### src/rtl/fifo_wr_arbiter.sv
// fifo_wr_arbiter: write-side arbiter in the wclk domain of async_fifo1.
// Shares the FIFO write port among NREQ producers in bursts of up to BURST
// words. The default build uses round-robin order. Define
// WR_ARB_FIXED_PRIO_EN to make the lowest requesting index always win.
module fifo_wr_arbiter #(
  parameter int NREQ  = 4,
  parameter int DSIZE = 8,
  parameter int BURST = 8
) (
  input  logic                    wclk,
  input  logic                    wrst,
  input  logic [NREQ-1:0]         req,
  input  logic [NREQ*DSIZE-1:0]   req_data,
  input  logic                    wfull,
  output logic [NREQ-1:0]         gnt,
  output logic [NREQ-1:0]         ack,
  output logic                    winc,
  output logic [DSIZE-1:0]        wdata,
  output logic                    busy
);

  localparam int PTR_W = (NREQ > 1) ? $clog2(NREQ) : 1;
  localparam int CNT_W = (BURST > 0) ? $clog2(BURST + 1) : 1;
  localparam logic [CNT_W-1:0] CNT_LAST = CNT_W'(BURST - 1);

  typedef enum logic {IDLE, GRANT} state_t;

  state_t            state_q, state_d;
  logic [NREQ-1:0]   gnt_q, gnt_d;
  logic [CNT_W-1:0]  cnt_q, cnt_d;
  logic              busy_q, busy_d;

  logic [PTR_W-1:0]  owner_idx;
  logic              owner_req;
  logic [DSIZE-1:0]  owner_data;
  logic              last_word;
  logic              release_now;
  logic [PTR_W-1:0]  base_idle;
  logic [PTR_W-1:0]  base_rel;

  // First requester at or after base, searching upward with wrap-around.
  function automatic logic [NREQ-1:0] rr_pick(input logic [NREQ-1:0] r,
                                              input logic [PTR_W-1:0] base);
    logic [NREQ-1:0]  g;
    logic             found;
    int               tmp;
    logic [PTR_W-1:0] idx;
    g     = '0;
    found = 1'b0;
    for (int i = 0; i < NREQ; i++) begin
      tmp = int'(base) + i;
      if (tmp >= NREQ) tmp = tmp - NREQ;
      idx = PTR_W'(tmp);
      if (!found && r[idx]) begin
        g[idx] = 1'b1;
        found  = 1'b1;
      end
    end
    return g;
  endfunction

  // Decode the one-hot owner into an index, its request bit and its word.
  always_comb begin
    owner_idx  = '0;
    owner_req  = 1'b0;
    owner_data = '0;
    for (int i = 0; i < NREQ; i++) begin
      if (gnt_q[i]) begin
        owner_idx  = PTR_W'(i);
        owner_req  = req[i];
        owner_data = req_data[i*DSIZE +: DSIZE];
      end
    end
  end

  // Write port: combinational so the wfull stall takes effect in the same cycle.
  always_comb begin
    winc  = (state_q == GRANT) && owner_req && !wfull && !wrst;
    wdata = winc ? owner_data : '0;
    ack   = winc ? gnt_q : '0;
  end

  assign last_word   = winc && (cnt_q == CNT_LAST);
  assign release_now = (state_q == GRANT) && (!owner_req || last_word);

`ifdef WR_ARB_FIXED_PRIO_EN
  // Lowest index always wins, so every search starts at 0.
  assign base_idle = '0;
  assign base_rel  = '0;
`else
  logic [PTR_W-1:0] ptr_q, ptr_d;
  logic [PTR_W-1:0] next_idx;

  // Index just past the current owner, wrapping at NREQ.
  always_comb begin
    next_idx = (owner_idx == PTR_W'(NREQ - 1)) ? '0 : owner_idx + 1'b1;
    ptr_d    = release_now ? next_idx : ptr_q;
  end

  assign base_idle = ptr_q;
  assign base_rel  = next_idx;

  // Round-robin pointer; moves past the owner whenever it releases.
  always_ff @(posedge wclk) begin
    if (wrst) ptr_q <= '0;
    else      ptr_q <= ptr_d;
  end
`endif

  // Next-state logic: grant from IDLE, or hand over without a bubble on release.
  always_comb begin
    state_d = state_q;
    gnt_d   = gnt_q;
    cnt_d   = cnt_q;
    case (state_q)
      IDLE: begin
        if (|req) begin
          gnt_d   = rr_pick(req, base_idle);
          cnt_d   = '0;
          state_d = GRANT;
        end
      end
      GRANT: begin
        if (release_now) begin
          gnt_d = rr_pick(req, base_rel);
          cnt_d = '0;
          state_d = (|gnt_d) ? GRANT : IDLE;
        end else if (winc) begin
          cnt_d = cnt_q + 1'b1;
        end
      end
      default: begin
        state_d = IDLE;
        gnt_d   = '0;
        cnt_d   = '0;
      end
    endcase
    busy_d = |gnt_d;
  end

  // FSM state and registered outputs.
  always_ff @(posedge wclk) begin
    if (wrst) begin
      state_q <= IDLE;
      gnt_q   <= '0;
      cnt_q   <= '0;
      busy_q  <= 1'b0;
    end else begin
      state_q <= state_d;
      gnt_q   <= gnt_d;
      cnt_q   <= cnt_d;
      busy_q  <= busy_d;
    end
  end

  assign gnt  = gnt_q;
  assign busy = busy_q;

endmodule

### config.mk
export PLATFORM = sky130hd
export DESIGN_NAME = fifo_wr_arbiter
export DESIGN_NICKNAME = d
export VERILOG_FILES = /design/src/rtl/fifo_wr_arbiter.sv
export SDC_FILE = /design/constraint.sdc
export NUM_CORES = 1
export LEC_CHECK = 0
export ABC_AREA = 1
export CORE_ASPECT_RATIO = 0.5
export CORE_MARGIN = 10
export CORE_UTILIZATION = 50
export CTS_CLUSTER_SIZE = 28
export DETAILED_ROUTE_END_ITERATION = 8
export PLACE_DENSITY_LB_ADDON = 0.1
export SLEW_MARGIN = 40
export SYNTH_ARGS = -nofsm -noshare
export SYNTH_HDL_FRONTEND = slang
export SYNTH_SLANG_ARGS = --single-unit
export TNS_END_PERCENT = 5
### constraint.sdc
create_clock -name wclk -period 6.35 [get_ports wclk]
set_input_delay 1.27 -clock wclk [delete_from_list [all_inputs] [get_ports wclk]]
set_output_delay 1.27 -clock wclk [all_outputs]
set_load 0.01 [all_outputs]
==> tab_implementation.tex, run 1 <==
\begin{tabular}{lr}
\hline
Metric & Value \\
\hline
\multicolumn{2}{l}{\textbf{CTS}} \\
CTS Root Cell & sky130\_fd\_sc\_hd\_\_clkbuf\_8 \\
Clock insertion delay at the later pin of the skew report & between 200 and 250 ps \\
TritonCTS buffer count & 3 \\
Number of clock sinks & 12 \\
Total of hold buffers inserted after clock tree synthesis & 0 \\
Htree depth & 1 \\
Longest Clk Path Bufs & 2 \\
TritonCTS clock tree & built \\
Post-CTS Setup Inserts & 0 \\
Post-cts gate resize count & 0 \\
Clock transition at the registers of the reported paths & around 50 ps \\
\multicolumn{2}{l}{\textbf{Critical path}} \\
Critical path cell sequence & clkdlybuf4s50\_1 > inv\_1 > nand2\_1 > o21ai\_2 > nor2\_4 > nand4\_1 > nor3\_1 > clkdlybuf4s50\_1 \\
Data arrival time of the worst path & between 3000 and 4000 ps \\
Dominant cell type by count on the critical path & sky130\_fd\_sc\_hd\_\_clkdlybuf4s50\_1 \\
CP max stage cell & sky130\_fd\_sc\_hd\_\_clkdlybuf4s50\_1 \\
Count of buffering cells on the critical path with inverters included & 3 \\
Critical path startpoint category & primary input \\
Critical Path RT & 5080 ps \\
Start-to-end type of the worst setup path & in2out \\
Worst-path maximum fanout & 13 \\
CP delay by family, top & buffers and inverters \\
Worst Setup End Kind & output pin \\
Worst stage delay on the critical path & $\sim$600 ps \\
\multicolumn{2}{l}{\textbf{Floorplanning}} \\
Placement Rows & 14 \\
Initial Utilization & 54.2\% \\
Total die area & roughly 6200 um2 \\
Die boundary width & between 100 and 150 um \\
Core area & 3120 um2 \\
DIE HEIGHT & approximately 61 um \\
Io pins & 57 \\
\multicolumn{2}{l}{\textbf{Synth}} \\
Sequential share of the synthesized area & roughly 14\% \\
Largest area contributor in the netlist & sky130\_fd\_sc\_hd\_\_nand2\_1 \\
Count of state elements after synthesis & 12 \\
Post-synth cell types & 33 \\
Area contributors post-synth & sky130\_fd\_sc\_hd\_\_nand2\_1 (17\%), sky130\_fd\_sc\_hd\_\_dfxtp\_1 (14\%), sky130\_fd\_sc\_hd\_\_nand3\_1 (13\%) \\
Avg Inst Size Synth & 5.99 um2 \\
Yosys warns & 0 \\
Cell area after synthesis & roughly 1700 um2 \\
Area fraction of the dominant cell type after synthesis & 16.9\% \\
Count of mapped cells out of synthesis & around 280 \\
Net count after synthesis & 334 \\
\multicolumn{2}{l}{\textbf{Timing}} \\
Clock skew after layout & 5.07 ps \\
Final critical-path setup slack & 1350 ps \\
Final TNS setup & 0 ps \\
Slew @ Worst Pin & 594 ps \\
Final setup violation count & 0 \\
Period minus WS final & 5000 ps \\
Post-route clock period utilization & 78.8\% \\
Slew Viols, Final & 0 \\
Max Clk Rate & roughly 200 MHz \\
Number of hold violations in the final report & 0 \\
RSZ-0062 raised after global routing & no \\
Slew headroom & 60.3\% \\
\multicolumn{2}{l}{\textbf{Place}} \\
Post-Place Setup Slack & between 1000 and 1500 ps \\
Final HPWL DP & between 4 and 5 mm \\
Port Buf Inserts & 56 \\
Final GP Congestion & 0.941 \\
Dpl cells & 371 \\
\multicolumn{2}{l}{\textbf{Cells and area}} \\
Final net count & 388 \\
Area used by multi-input combinational logic & roughly 1300 um2 \\
Proportion of layout cells with a drive suffix above 1 & a little under a tenth \\
Number of inserted filler cells in the final layout & 266 \\
Antenna diodes & 0 \\
Footprint of the flip-flops and latches & between 200 and 250 um2 \\
Final std cells w/o fill & 375 \\
Synthesis-to-finish area growth & 36.5\% \\
Most frequent standard cell in the layout excluding fill and tap cells & sky130\_fd\_sc\_hd\_\_nand2\_1 \\
Highest-count cells in the layout ignoring fill and taps & sky130\_fd\_sc\_hd\_\_nand2\_1 (76), sky130\_fd\_sc\_hd\_\_clkdlybuf4s50\_1 (56), sky130\_fd\_sc\_hd\_\_nand3\_1 (45) \\
\multicolumn{2}{l}{\textbf{Route}} \\
First-pass DRT Iterations & 4 \\
Routed vias & 2124 \\
Total wire length after detailed routing & 5.78 mm \\
Remaining number of nets flagged by the antenna check after routing & 0 \\
Detailed-route DRC error count & 0 \\
Via density & 5.66 \\
Final routed wire length divided by cell count & between 15 and 20 um \\
Violation count after the first detailed-routing iteration & 215 \\
\multicolumn{2}{l}{\textbf{GRT}} \\
Most used routing layer in global routing & met2 \\
Via count of the first global-routing pass & roughly 1900 \\
Final global-route overflow total & 0 \\
All-Layer GR Usage & 17.7\% \\
Met2 layer usage reported by global route & 32.4\% \\
Met3 Use GR & 3.13\% \\
Global-route met1 utilization & $\sim$22\% \\
First-pass GRT wire length & 9.23 mm \\
Initial antenna violation count & 0 \\
Maximum number of pins on one net before global-route repair & 21 \\
\multicolumn{2}{l}{\textbf{Status}} \\
Result of the run & complete, no violations \\
\multicolumn{2}{l}{\textbf{Pwr}} \\
Maximum vdd ir drop & roughly 0.27 mV \\
Total Power Consumption & 1.06 mW \\
Cell Pwr Density & 461 nW/um2 \\
Leakage dissipation & 1.07 nW \\
\multicolumn{2}{l}{\textbf{Flow run}} \\
Maxcap violations & 0 \\
\multicolumn{2}{l}{\textbf{Min path}} \\
Class of the most critical hold timing path & reg2reg \\
\hline
\end{tabular}
==> through the flow <==
| step | instance area [um2] | utilization, % | hold WS [ps] |
|---|---|---|---|
| detailed placement | 2250 | 72.2 | 498 |
| finish | 2310 | 74.0 | 505 |
| floorplan | 1690 | - | 462 |
| CTS | 2310 | 74.0 | 505 |
| global route | 2310 | 74.0 | 523 |
| global placement | 2250 | 72.2 | 479 |
==> tightest hold or removal path: stages, from the launching register on <==
cell                       delay (ps)
sky130_fd_sc_hd__dfxtp_1          310
sky130_fd_sc_hd__inv_1             70
sky130_fd_sc_hd__a211oi_1          70
==> cells in the mapped netlist, drive strengths merged <==
cell    number
o22ai        8
a211oi       1
o211ai       1
dfxtp       12
a21oi       13
nand3       48
o21ai        4
a221oi       8
buf          5
nand4        4
o31ai        1
nor4         1
nor2        26
nand3b       3
ha          13
nand2       85
clkbuf       2
o21bai       2
xor2         2
inv         34
mux2         1
nor3         8
==> where the power goes <==
part | internal (mW) | total (mW) | switching, mW
combinational | 0.294 | 0.836 | 0.543
clock | 0.0549 | 0.0847 | 0.0299
sequential | 0.0996 | 0.141 | 0.0413
total | 0.448 | 1.06 | 0.614
==> final cells by class <==
type                    count  share of cell area, %
flip-flops and latches     12                   10.4
inverters                  34                   5.53
clock buffers               4                   2.39
well taps                  40                   2.17
repair buffers             56                   24.3
multi-input cells         229                   55.2
==> cell families after synthesis <==
group	Yosys count	share of synthesized area, %
and+or+nand+nor	175	48.3
buffers and inverters	41	10.4
AOI/OAI and AO/OA	38	15.7
adders and majority gates	13	9.63
DFF	12	14.2
xor gates and xnor gates	2	1.04
muxes	1	0.667
==> final timing paths <==
| path | startpoint | end | slack [ps] | cells past startpoint |
|---|---|---|---|---|
| worst min-delay path | cnt_q[0] | cnt_q[0] | 500 | 2 |
| worst max-delay path | req[3] | wdata[7] | 1350 | 8 |
| worst max register to register | gnt[2] | busy | 3800 | 14 |
| worst min register to register | cnt_q[0] | cnt_q[0] | 500 | 2 |
==> per-layer routing <==
| metal | part of all wire (%) | vias to the layer above |
|---|---|---|
| li1 | - | 1057 |
| met1 | 43 | 974 |
| met2 | 48 | 88 |
| met3 | 8.8 | 5 |
| met4 | 0.17 | 0 |
| met5 | 0 | - |
==> sequential cells by signal, summed over array words and instances (netlist names) <==
signal / flops
base_idle: 2
state_q: 1
gnt: 4
busy: 1
cnt_q: 4
No activity file was read; power rests on OpenSTA's default activity.
==> inputs of run 2 (changes only) <==
CORE_UTILIZATION = 46   (was 50)
clock period = 4.7 ns   (was 6.35 ns; I/O delays follow)
==> run 2 against run 1 <==
Sequential power is 36% higher. Register-to-register slack worse by 1700 ps. Clock skew is 1.5 ps lower. Cell area up 0.92%.
==> tab_implementation.tex, run 2 (synthesis gave the netlist of run 1 again) <==
\begin{tabular}{lr}
\hline
Metric & Value \\
\hline
\multicolumn{2}{l}{\textbf{Cells and area}} \\
Most frequent standard cell in the layout excluding fill and tap cells & sky130\_fd\_sc\_hd\_\_nand2\_1 \\
Antenna diodes & 0 \\
Area used by multi-input combinational logic & 1270 um2 \\
Number of inserted filler cells in the final layout & 339 \\
Final non-filler cell area & around 2300 um2 \\
Footprint of the flip-flops and latches & 240 um2 \\
Util after Layout & 66.7\% \\
Final std cells w/o fill & 387 \\
Final net count & 389 \\
Synthesis-to-finish area growth & 37.8\% \\
Proportion of layout cells with a drive suffix above 1 & 9.52\% \\
Highest-count cells in the layout ignoring fill and taps & sky130\_fd\_sc\_hd\_\_nand2\_1 (76), sky130\_fd\_sc\_hd\_\_clkdlybuf4s50\_1 (56), sky130\_fd\_sc\_hd\_\_nand3\_1 (45) \\
\multicolumn{2}{l}{\textbf{Floorplanning}} \\
Io pins & 57 \\
Die boundary width & 106 um \\
Initial Utilization & 48.4\% \\
DIE HEIGHT & 62.9 um \\
Total die area & 6640 um2 \\
Core area & 3490 um2 \\
Placement Rows & 15 \\
\multicolumn{2}{l}{\textbf{Timing}} \\
Post-route clock period utilization & 85.0\% \\
Slew headroom & 62.4\% \\
Final critical-path setup slack & 707 ps \\
Final setup violation count & 0 \\
Slew Viols, Final & 0 \\
Period minus WS final & 3990 ps \\
Max Clk Rate & 250 MHz \\
Number of hold violations in the final report & 0 \\
Clock skew after layout & 3.62 ps \\
Smallest hold slack & 513 ps \\
Final TNS setup & 0 ps \\
RSZ-0062 raised after global routing & no \\
Slew @ Worst Pin & 563 ps \\
\multicolumn{2}{l}{\textbf{CTS}} \\
Post-cts gate resize count & 0 \\
TritonCTS buffer count & 3 \\
Total of hold buffers inserted after clock tree synthesis & 0 \\
Clock insertion delay at the later pin of the skew report & 240 ps \\
Htree depth & 1 \\
CTS Root Cell & sky130\_fd\_sc\_hd\_\_clkbuf\_8 \\
TritonCTS clock tree & built \\
Number of clock sinks & 12 \\
Post-CTS Setup Inserts & 0 \\
Clock transition at the registers of the reported paths & 50 ps \\
Longest Clk Path Bufs & 2 \\
\multicolumn{2}{l}{\textbf{Place}} \\
Final HPWL DP & 4.71 mm \\
Placed inst area & between 2000 and 2500 um2 \\
Post-Place Setup Slack & 703 ps \\
Final GP Congestion & 0.949 \\
Port Buf Inserts & 56 \\
Dpl cells & 383 \\
\multicolumn{2}{l}{\textbf{Route}} \\
Detailed-route DRC error count & 0 \\
Remaining number of nets flagged by the antenna check after routing & 0 \\
First-pass DRT Iterations & 4 \\
Violation count after the first detailed-routing iteration & 152 \\
Final routed wire length divided by cell count & 15.0 um \\
Routed vias & 2053 \\
Via density & 5.30 \\
Total wire length after detailed routing & 5.82 mm \\
\multicolumn{2}{l}{\textbf{GRT}} \\
Global-route met1 utilization & 22.5\% \\
Met2 layer usage reported by global route & between 20\% and 30\% \\
All-Layer GR Usage & 16.8\% \\
Initial antenna violation count & 0 \\
Final global-route overflow total & 0 \\
Maximum number of pins on one net before global-route repair & 21 \\
First-pass GRT wire length & roughly 9.6 mm \\
Via count of the first global-routing pass & 1878 \\
Met3 Use GR & 3.70\% \\
Most used routing layer in global routing & met2 \\
\multicolumn{2}{l}{\textbf{Critical path}} \\
Worst-path maximum fanout & 13 \\
Critical Path RT & between 3000 and 4000 ps \\
Data arrival time of the worst path & 3050 ps \\
Critical path startpoint category & primary input \\
Start-to-end type of the worst setup path & in2out \\
Worst Setup End Kind & output pin \\
\multicolumn{2}{l}{\textbf{Min path}} \\
Class of the most critical hold timing path & reg2reg \\
\multicolumn{2}{l}{\textbf{Pwr}} \\
Maximum vdd ir drop & 0.281 mV \\
Total Power Consumption & 1.43 mW \\
Cell Pwr Density & 614 nW/um2 \\
Leakage dissipation & roughly 1.1 nW \\
\multicolumn{2}{l}{\textbf{Status}} \\
Result of the run & complete, no violations \\
\multicolumn{2}{l}{\textbf{Flow run}} \\
Maxcap violations & 0 \\
\hline
\end{tabular}
## run 2: path summary, 6_finish.rpt
path,startpoint,slack [ps],cells past startpoint,end
worst min-delay path,cnt_q[3],510,2,cnt_q[3]
worst max-delay path,req[3],710,9,wdata[5]
worst min register to register,cnt_q[3],510,2,cnt_q[3]
worst max register to register,gnt[2],2110,14,busy
## run 2: layout make-up
type                       instances  share of cell area, %
tap                               51                   2.74
multi-input combinational        229                   54.7
inverter                          34                   5.48
clock buffer                       4                   2.37
timing repair buffer              57                   24.4
sequential                        12                   10.3
## run 2: critical path: stages
cell	delay (ps)
sky130_fd_sc_hd__clkdlybuf4s50_1	590
sky130_fd_sc_hd__inv_1	110
sky130_fd_sc_hd__nand2_1	90
sky130_fd_sc_hd__o21ai_2	80
sky130_fd_sc_hd__nor2_4	160
sky130_fd_sc_hd__nand4_1	100
sky130_fd_sc_hd__buf_4	200
sky130_fd_sc_hd__nor3_1	210
sky130_fd_sc_hd__clkdlybuf4s50_1	590
## run 2: report_power, final
part | switching, mW | internal [mW]
registers | 0.0574 | 0.135
clock network | 0.0382 | 0.0740
logic | 0.726 | 0.397
total | 0.822 | 0.606
## run 2: routing by layer
| layer | vias up | share of wire [%] |
|---|---|---|
| met1 | 928 | 46 |
| li1 | 1061 | - |
| met3 | 0 | 7.6 |
| met5 | - | 0 |
| met2 | 64 | 47 |
| met4 | 0 | 0 |
==> inputs of run 3 (changes only) <==
clock period = 3.9 ns   (was 4.7 ns; I/O delays follow)
==> run 3 against run 2 <==
Die area unchanged. Utilization did not move. Clock power up 21%. Clock skew is essentially flat. Combinational power up 22%. Count of clock-buffer cells in the layout did not move. Total power grew 21%. Critical path depth unchanged. Final cell count unchanged. Global-route usage down 0.31 points. Wire length increased by 1.4%. Via count grew 3.8%.
==> tab_implementation.tex, run 3 (synthesis gave the netlist of run 1 again) <==
\begin{tabular}{lr}
\hline
Metric & Value \\
\hline
\multicolumn{2}{l}{\textbf{GRT}} \\
Met2 layer usage reported by global route & 26.8\% \\
Initial antenna violation count & 0 \\
Met3 Use GR & 2.88\% \\
Final global-route overflow total & 0 \\
Via count of the first global-routing pass & 1808 \\
Maximum number of pins on one net before global-route repair & 21 \\
First-pass GRT wire length & between 9 and 10 mm \\
Global-route met1 utilization & 21.9\% \\
All-Layer GR Usage & 16.5\% \\
Most used routing layer in global routing & met2 \\
\multicolumn{2}{l}{\textbf{Cells and area}} \\
Number of inserted filler cells in the final layout & approximately 330 \\
Synthesis-to-finish area growth & 37.8\% \\
Final net count & between 300 and 400 \\
Most frequent standard cell in the layout excluding fill and tap cells & sky130\_fd\_sc\_hd\_\_nand2\_1 \\
Footprint of the flip-flops and latches & 240 um2 \\
Proportion of layout cells with a drive suffix above 1 & 9.52\% \\
Highest-count cells in the layout ignoring fill and taps & sky130\_fd\_sc\_hd\_\_nand2\_1 (76), sky130\_fd\_sc\_hd\_\_clkdlybuf4s50\_1 (56), sky130\_fd\_sc\_hd\_\_nand3\_1 (45) \\
Antenna diodes & 0 \\
Area used by multi-input combinational logic & 1270 um2 \\
\multicolumn{2}{l}{\textbf{Pwr}} \\
Leakage dissipation & 1.08 nW \\
Cell Pwr Density & 744 nW/um2 \\
Maximum vdd ir drop & 0.355 mV \\
\multicolumn{2}{l}{\textbf{CTS}} \\
Clock transition at the registers of the reported paths & 50 ps \\
TritonCTS clock tree & built \\
Total of hold buffers inserted after clock tree synthesis & 0 \\
Longest Clk Path Bufs & 2 \\
CTS Root Cell & sky130\_fd\_sc\_hd\_\_clkbuf\_8 \\
Post-CTS Setup Inserts & 0 \\
Clock insertion delay at the later pin of the skew report & 240 ps \\
TritonCTS buffer count & 3 \\
Htree depth & 1 \\
Post-cts gate resize count & 0 \\
Number of clock sinks & 12 \\
\multicolumn{2}{l}{\textbf{Min path}} \\
Hold Path Depth & 2 \\
Class of the most critical hold timing path & reg2reg \\
\multicolumn{2}{l}{\textbf{Route}} \\
First-pass DRT Iterations & 5 \\
Routed vias & 2130 \\
Via density & around 5.5 \\
Final routed wire length divided by cell count & 15.2 um \\
Detailed-route DRC error count & 0 \\
Violation count after the first detailed-routing iteration & around 130 \\
Total wire length after detailed routing & approximately 6 mm \\
Remaining number of nets flagged by the antenna check after routing & 0 \\
\multicolumn{2}{l}{\textbf{Flow run}} \\
Maxcap violations & 0 \\
\multicolumn{2}{l}{\textbf{Floorplanning}} \\
Die boundary width & between 100 and 150 um \\
Total die area & 6640 um2 \\
DIE HEIGHT & 62.9 um \\
Io pins & 57 \\
Initial Utilization & 48.4\% \\
Core area & 3490 um2 \\
Placement Rows & 15 \\
\multicolumn{2}{l}{\textbf{Timing}} \\
Period minus WS final & about 3700 ps \\
Max Clk Rate & 273 MHz \\
Post-route clock period utilization & 93.8\% \\
Slew Viols, Final & 0 \\
Clock skew after layout & around 3.5 ps \\
Smallest hold slack & 502 ps \\
Final TNS setup & 0 ps \\
Final setup violation count & 0 \\
Number of hold violations in the final report & 0 \\
Slew headroom & 64.0\% \\
Slew @ Worst Pin & 539 ps \\
RSZ-0062 raised after global routing & no \\
\multicolumn{2}{l}{\textbf{Critical path}} \\
Worst Setup End Kind & output pin \\
Start-to-end type of the worst setup path & in2out \\
Worst-path maximum fanout & 13 \\
Critical path startpoint category & primary input \\
Data arrival time of the worst path & approximately 2900 ps \\
Critical Path RT & about 3100 ps \\
Cell depth of the worst flop-to-flop path & 14 \\
\multicolumn{2}{l}{\textbf{Status}} \\
Result of the run & complete, no violations \\
\multicolumn{2}{l}{\textbf{Place}} \\
Final GP Congestion & 0.955 \\
Port Buf Inserts & 56 \\
Final HPWL DP & 4.73 mm \\
\hline
\end{tabular}
[run 3: final timing paths]
check                           slack [ps]  startpoint  endpoint
worst max register to register        1310      gnt[2]      busy
worst min register to register         500    cnt_q[3]  cnt_q[3]
worst max-delay path                   240      req[3]  wdata[7]
worst min-delay path                   500    cnt_q[3]  cnt_q[3]
[run 3: worst max-delay path, stage by stage]
cell	delay [ps]
sky130_fd_sc_hd__clkdlybuf4s50_1	580
sky130_fd_sc_hd__inv_1	110
sky130_fd_sc_hd__nand2_1	90
sky130_fd_sc_hd__o21ai_2	80
sky130_fd_sc_hd__nor2_4	180
sky130_fd_sc_hd__nand4_1	100
sky130_fd_sc_hd__buf_4	200
sky130_fd_sc_hd__nor3_1	180
sky130_fd_sc_hd__clkdlybuf4s50_1	580
[run 3: layer usage]
| metal | vias up | part of all wire (%) |
|---|---|---|
| met3 | 8 | 7.9 |
| li1 | 1061 | - |
| met2 | 106 | 46 |
| met1 | 955 | 45 |
| met4 | 0 | 0.88 |
| met5 | - | 0 |
[run 3: final cells by class]
cell class / instances / area share (%)
Inverter: 34 / 5.48
Timing Repair Buffer: 57 / 24.4
Multi-Input combinational cell: 229 / 54.7
Sequential cell: 12 / 10.3
Clock buffer: 4 / 2.37
Tap cell: 51 / 2.74
[run 3: through the flow]
| step | power (mW) | area, um2 | instances | util [%] | setup slack, ps |
|---|---|---|---|---|---|
| finish | 1.73 | 2330 | 387 | 66.7 | 240 |
| global route | 1.90 | 2330 | 387 | 66.7 | 154 |
| CTS | 1.71 | 2330 | 387 | 66.7 | 270 |
| detailed placement | 1.57 | 2270 | 383 | 65.1 | 277 |
| global placement | 1.55 | 2270 | 383 | 65.1 | 348 |
| floorplan | 1.23 | 1690 | 282 | - | 1310 |
[run 3: report_power, final]
part / switching, mW / total, mW / internal, mW
sequential: 0.0664 / 0.229 / 0.162
clock: 0.0469 / 0.136 / 0.0893
combinational: 0.887 / 1.37 / 0.480
